## src/rtl/dpram_fifo_ctrl.sv

```systemverilog
// Purpose: valid/ready FIFO controller around an external dual-port RAM (port a writes, port b reads).
// Latency: a word accepted at edge E is presented on m_valid/m_data after edge E+2 (empty controller).
// Backpressure: s_ready drops when DEPTH words are held; reads stop when the 2-entry output buffer is committed.
module dpram_fifo_ctrl #(
  parameter int ADDR_W = 8,
  parameter int DATA_W = 16
) (
  input  logic              clk,
  input  logic              rst_n,
  input  logic              clr,
  input  logic              s_valid,
  output logic              s_ready,
  input  logic [DATA_W-1:0] s_data,
  output logic              m_valid,
  input  logic              m_ready,
  output logic [DATA_W-1:0] m_data,
  output logic [ADDR_W:0]   level,
  output logic              ena,
  output logic              wea,
  output logic [ADDR_W-1:0] addra,
  output logic [DATA_W-1:0] data_i_a,
  output logic              enb,
  output logic              web,
  output logic [ADDR_W-1:0] addrb,
  input  logic [DATA_W-1:0] data_o_b
);

  // Full count is exactly DEPTH = 2^ADDR_W, i.e. only the MSB of the count set.
  localparam logic [ADDR_W:0]   FULL_CNT = {1'b1, {ADDR_W{1'b0}}};
  localparam logic [ADDR_W:0]   CNT_ONE  = {{ADDR_W{1'b0}}, 1'b1};
  localparam logic [ADDR_W-1:0] PTR_ONE  = {{(ADDR_W-1){1'b0}}, 1'b1};

  logic [ADDR_W-1:0] wptr;
  logic [ADDR_W-1:0] rptr;
  logic [ADDR_W:0]   rd_avail;   // written to RAM, read not yet issued
  logic [ADDR_W:0]   level_q;    // RAM + in-flight + output buffer
  logic              inflight;   // read issued last cycle; its data is on data_o_b now
  logic [1:0]        obuf_cnt;
  logic [DATA_W-1:0] obuf0;      // oldest entry, drives m_data
  logic [DATA_W-1:0] obuf1;

  logic       push;
  logic       pop;
  logic       rd_issue;
  logic [1:0] occ;
  logic [1:0] cnt_after_pop;

  // Handshake decode; clr and reset mask every RAM strobe and every transfer.
  always_comb begin
    s_ready       = (level_q < FULL_CNT);
    m_valid       = (obuf_cnt != 2'd0);
    push          = rst_n && !clr && s_valid && s_ready;
    pop           = rst_n && !clr && m_valid && m_ready;
    occ           = obuf_cnt + {1'b0, inflight};
    cnt_after_pop = obuf_cnt - {1'b0, pop};
    // A read may only be issued if its data is guaranteed a buffer slot when it lands.
    rd_issue      = rst_n && !clr && (rd_avail != '0) &&
                    ((occ < 2'd2) || ((occ == 2'd2) && pop));
  end

  // RAM port drive and status outputs.
  always_comb begin
    ena      = push;
    wea      = push;
    addra    = wptr;
    data_i_a = push ? s_data : '0;
    enb      = rd_issue;
    web      = 1'b0;
    addrb    = rptr;
    m_data   = obuf0;
    level    = level_q;
  end

  // Write pointer advances once per accepted word.
  always_ff @(posedge clk or negedge rst_n) begin
    if (!rst_n) begin
      wptr <= '0;
    end else if (clr) begin
      wptr <= '0;
    end else if (push) begin
      wptr <= wptr + PTR_ONE;
    end
  end

  // Read pointer and in-flight flag follow each issued read.
  always_ff @(posedge clk or negedge rst_n) begin
    if (!rst_n) begin
      rptr     <= '0;
      inflight <= 1'b0;
    end else if (clr) begin
      rptr     <= '0;
      inflight <= 1'b0;
    end else begin
      inflight <= rd_issue;
      if (rd_issue) begin
        rptr <= rptr + PTR_ONE;
      end
    end
  end

  // Readable-word count: a push only becomes readable after the edge that writes it.
  always_ff @(posedge clk or negedge rst_n) begin
    if (!rst_n) begin
      rd_avail <= '0;
    end else if (clr) begin
      rd_avail <= '0;
    end else begin
      case ({push, rd_issue})
        2'b10:   rd_avail <= rd_avail + CNT_ONE;
        2'b01:   rd_avail <= rd_avail - CNT_ONE;
        default: rd_avail <= rd_avail;
      endcase
    end
  end

  // Total occupancy seen by the producer.
  always_ff @(posedge clk or negedge rst_n) begin
    if (!rst_n) begin
      level_q <= '0;
    end else if (clr) begin
      level_q <= '0;
    end else begin
      case ({push, pop})
        2'b10:   level_q <= level_q + CNT_ONE;
        2'b01:   level_q <= level_q - CNT_ONE;
        default: level_q <= level_q;
      endcase
    end
  end

  // Output buffer: shift on pop, land returning RAM data in the first free slot.
  always_ff @(posedge clk or negedge rst_n) begin
    if (!rst_n) begin
      obuf_cnt <= 2'd0;
      obuf0    <= '0;
      obuf1    <= '0;
    end else if (clr) begin
      // Any RAM word still returning from an earlier read is dropped here.
      obuf_cnt <= 2'd0;
      obuf0    <= '0;
      obuf1    <= '0;
    end else begin
      obuf_cnt <= cnt_after_pop + {1'b0, inflight};
      if (pop) begin
        obuf0 <= obuf1;
      end
      if (inflight) begin
        if (cnt_after_pop == 2'd0) begin
          obuf0 <= data_o_b;
        end else begin
          obuf1 <= data_o_b;
        end
      end
    end
  end

endmodule

```

## config.mk

```make
export PLATFORM = sky130hd
export DESIGN_NAME = dpram_fifo_ctrl
export DESIGN_NICKNAME = d
export VERILOG_FILES = /design/src/rtl/dpram_fifo_ctrl.sv
export SDC_FILE = /design/constraint.sdc
export NUM_CORES = 1
export LEC_CHECK = 0
export BUFFER_PORTS_ARGS = -buffer_cell sky130_fd_sc_hd__buf_2
export CAP_MARGIN = 5
export CORE_ASPECT_RATIO = 0.7
export CORE_MARGIN = 3
export CORE_UTILIZATION = 50
export CTS_CLUSTER_DIAMETER = 60
export CTS_CLUSTER_SIZE = 30
export DETAILED_ROUTE_END_ITERATION = 7
export MAX_ROUTING_LAYER = met4
export PLACE_DENSITY = 0.76
export SETUP_SLACK_MARGIN = 0.3
export SYNTH_ARGS = -nofsm -noshare
export SYNTH_HDL_FRONTEND = slang
export SYNTH_SLANG_ARGS = --single-unit
export TNS_END_PERCENT = 5
```

## constraint.sdc

```tcl
create_clock -name clk -period 4.2 [get_ports clk]
set_input_delay 0.63 -clock clk [delete_from_list [all_inputs] [get_ports clk]]
set_output_delay 0.63 -clock clk [all_outputs]
set_load 0.03 [all_outputs]
```

==> results.toml <==
[clock_tree]
clk_pin_slew_ns = 0.06
numClockSinks = 69
cts_max_path_buffers = 2
cts-root-buf = "clkbuf_16"
cts_tree = "done"
postCtsSetupRepairBufs = 0
clk_latency_ns = 0.33
h-tree-depth = 3
cts_made_buffers = 9
hold_buffers = 0
cts_resized = 0

[run_status]
status = "completed"

[global_route]
grt_pass1_vias = 3346
grt_max_degree = 72
overflow = 0
antenna_found_initial = 0
grtUsageTotal_pct = 23.4
grt_first_pass_wirelength_mm = 16.4

[route]
drt-pass1-iter-count = 5
drt_iter0_markers = 251
wire_per_inst_um = 16.0
drc_errors = 0
vias_per_cell = 5.62
drt_wl_total_mm = 9.65
ant_nets = 0
vias = 3382
highest_layer = "met4"
drt-met1-wl_mm = 4.42
wl_met2_mm = 4.49
met3WireLength_um = 661

[floorplan]
rows = 26
initial_core_util_pct = 52.8
die_h_um = 80.4
fp.dieW_um = 112
dieArea_um2 = 9020
fp.coreArea_um2 = 7480
ios = 100

[place]
hpwl_mm = 6.64
placed_area_um2 = 4510
pre_cts_slack_ns = 0.898
dpl.cell_count = 586
numPortBuffers = 98
gp_congestion = 0.910

[critical_path]
worstReg2RegStart = "obuf_cnt[1]"
cp.required_ns = 4.38
arrival_ns = 3.34
path_max_fanout = 17
setup.worst_path.end_class = "flip-flop"
reg2reg_depth = 9
worstSetupPathType = "flip-flop to flip-flop"
max_stage_delay_ns = 0.74
r2r_slack_ns = 1.04
cpMostUsedCell = "nand2_1"
cp-start-kind = "flip-flop"
worst-path-buf-inv = 1
cp_cell_sequence = "o21ai_1 -> nor2_2 -> buf_4 -> ha_1 -> xnor2_1 -> nand2_1 -> nand2_1 -> mux2i_1 -> nor2_1"
r2r_end = "obuf1[15]"
crit_family = "simple AND/OR/NAND/NOR gates"
critPathSlowestCell = "nand2_1"

[cells_and_area]
fin_cells = 602
final_common_cell = "buf_2"
antenna-diode-count = 0
fin_area_um2 = 4790
fin_util_pct = 64.0
area_growth_pct = 21.2
nets = 552
fillers = 617
drive_gt1_share_pct = 25.6
layout_common_cells = "buf_2, dfrtp_1, nor2_1"

[job]
maxCapViolCount = 0

[synthesis]
synthArstFlopShare_pct = 100
ys_seq_elements = 69
ys_warn_count = 0
synth_edf_count = 0
ys_types = 52
syn-num-nets = 457
yosysSeqAreaShare_pct = 43.7
synth_cells = 404
synthFlopType = "dfrtp_1"
avgSynthCellArea_um2 = 9.78
synth_area_um2 = 3950

[timing]
finalCritPeriodShare_pct = 75.2
whs_ns = 0.164
max_slew.worst_pin.slew_ns = 1.10
worst_slack_ns = 1.04
max_freq_mhz = 316
hold_viol = 0
rsz0062_at_grt = "false"
finalSetupTns_ns = 0
finalCriticalPeriod_ns = 3.16
relSlewSlack_pct = 26.4
finalSetupViolations = 0
slew_violations = 0
finalClockSkew_ns = 0.00807

[power_and_ir_drop]
irDropWorstVdd_mv = 0.436
power.density_nw_per_um2 = 503
total_power_mw = 2.41
total_leakage_power_nw = 2.56

[worst_hold_path]
hold_class = "input port to async pin"
## cell usage after synthesis, drive strengths merged, types with 2 or more instances
| library cell | count | share of area, % |
|---|---|---|
| or3 | 4 | 0.63 |
| dfrtp | 69 | 44 |
| ha | 15 | 4.8 |
| or4 | 2 | 0.38 |
| a211oi | 17 | 3.2 |
| and3 | 19 | 3.0 |
| nor3 | 9 | 1.4 |
| and2 | 3 | 0.48 |
| o31ai | 8 | 1.9 |
| buf | 5 | 1.1 |
| o21a | 2 | 0.38 |
| xor2 | 17 | 3.8 |
| xnor2 | 10 | 2.2 |
| a21o | 3 | 0.57 |
| nor4 | 3 | 0.63 |
| clkbuf | 15 | 1.4 |
| inv | 7 | 0.67 |
| o21bai | 2 | 0.38 |
| a21oi | 19 | 2.4 |
| nand2b | 5 | 0.98 |
| nand3 | 11 | 1.5 |
| nor2 | 61 | 5.9 |
| a311oi | 2 | 0.44 |
| nand2 | 22 | 2.1 |
| nor2b | 5 | 0.79 |
| or2 | 2 | 0.32 |
| nand4 | 5 | 1.2 |
| mux2i | 36 | 9.1 |
| o21ai | 12 | 1.5 |
| a31oi | 2 | 0.32 |
## state kept, by name, indices dropped and copies added, names as in the netlist
register	flops
addra	8
m_data	16
level	9
rd_avail	9
inflight	1
obuf1	16
obuf_cnt	2
addrb	8
## worst max path at each step
stage,from,to,cells past startpoint,slack [ns]
after floorplan,clr,obuf1[10],12,0.96
after global placement,rst_n,level[7],11,1.0
after detailed placement,rst_n,level[7],11,0.90
after CTS,obuf_cnt[1],obuf1[15],9,1.05
after global routing,obuf_cnt[1],obuf1[15],9,0.71
final,obuf_cnt[1],obuf1[15],9,1.04
## cells by family after synthesis
group / after synthesis / synth area share (%)
XOR/XNOR: 27 / 5.99
AND/OR/NAND/NOR: 153 / 19.7
flip-flops: 69 / 43.7
multiplexers: 37 / 9.41
buffers and inverters: 27 / 3.17
AO/OA/AOI/OAI: 74 / 12.7
other: 1 / 0.0949
adder cells (fa/ha/maj): 16 / 5.26
## per-layer routing
metal	global-route usage (%)	vias to the layer above
met2	36.4	134
met4	5.28	0
met1	30.8	1610
met3	6.63	12
li1	-	1626
met5	-	-
## final cells by class
type	count	area, µm²	area share, %
Inverter	7	26.3	0.549
Sequential cell	69	1730	36.1
Multi-Input combinational cell	308	2100	43.8
Timing Repair Buffer	104	538	11.2
Clock buffer	11	243	5.07
Clock inverter	5	33.8	0.706
Tap cell	98	123	2.56
## power by group
| part | leakage [nW] | internal (mW) | total (mW) | switching [mW] |
|---|---|---|---|---|
| sequential | 0.953 | 0.761 | 0.851 | 0.0900 |
| clock | 0.132 | 0.415 | 0.698 | 0.283 |
| combinational | 1.47 | 0.291 | 0.859 | 0.569 |
| total | 2.56 | 1.47 | 2.41 | 0.942 |
No activity file was read; power rests on OpenSTA's default activity.
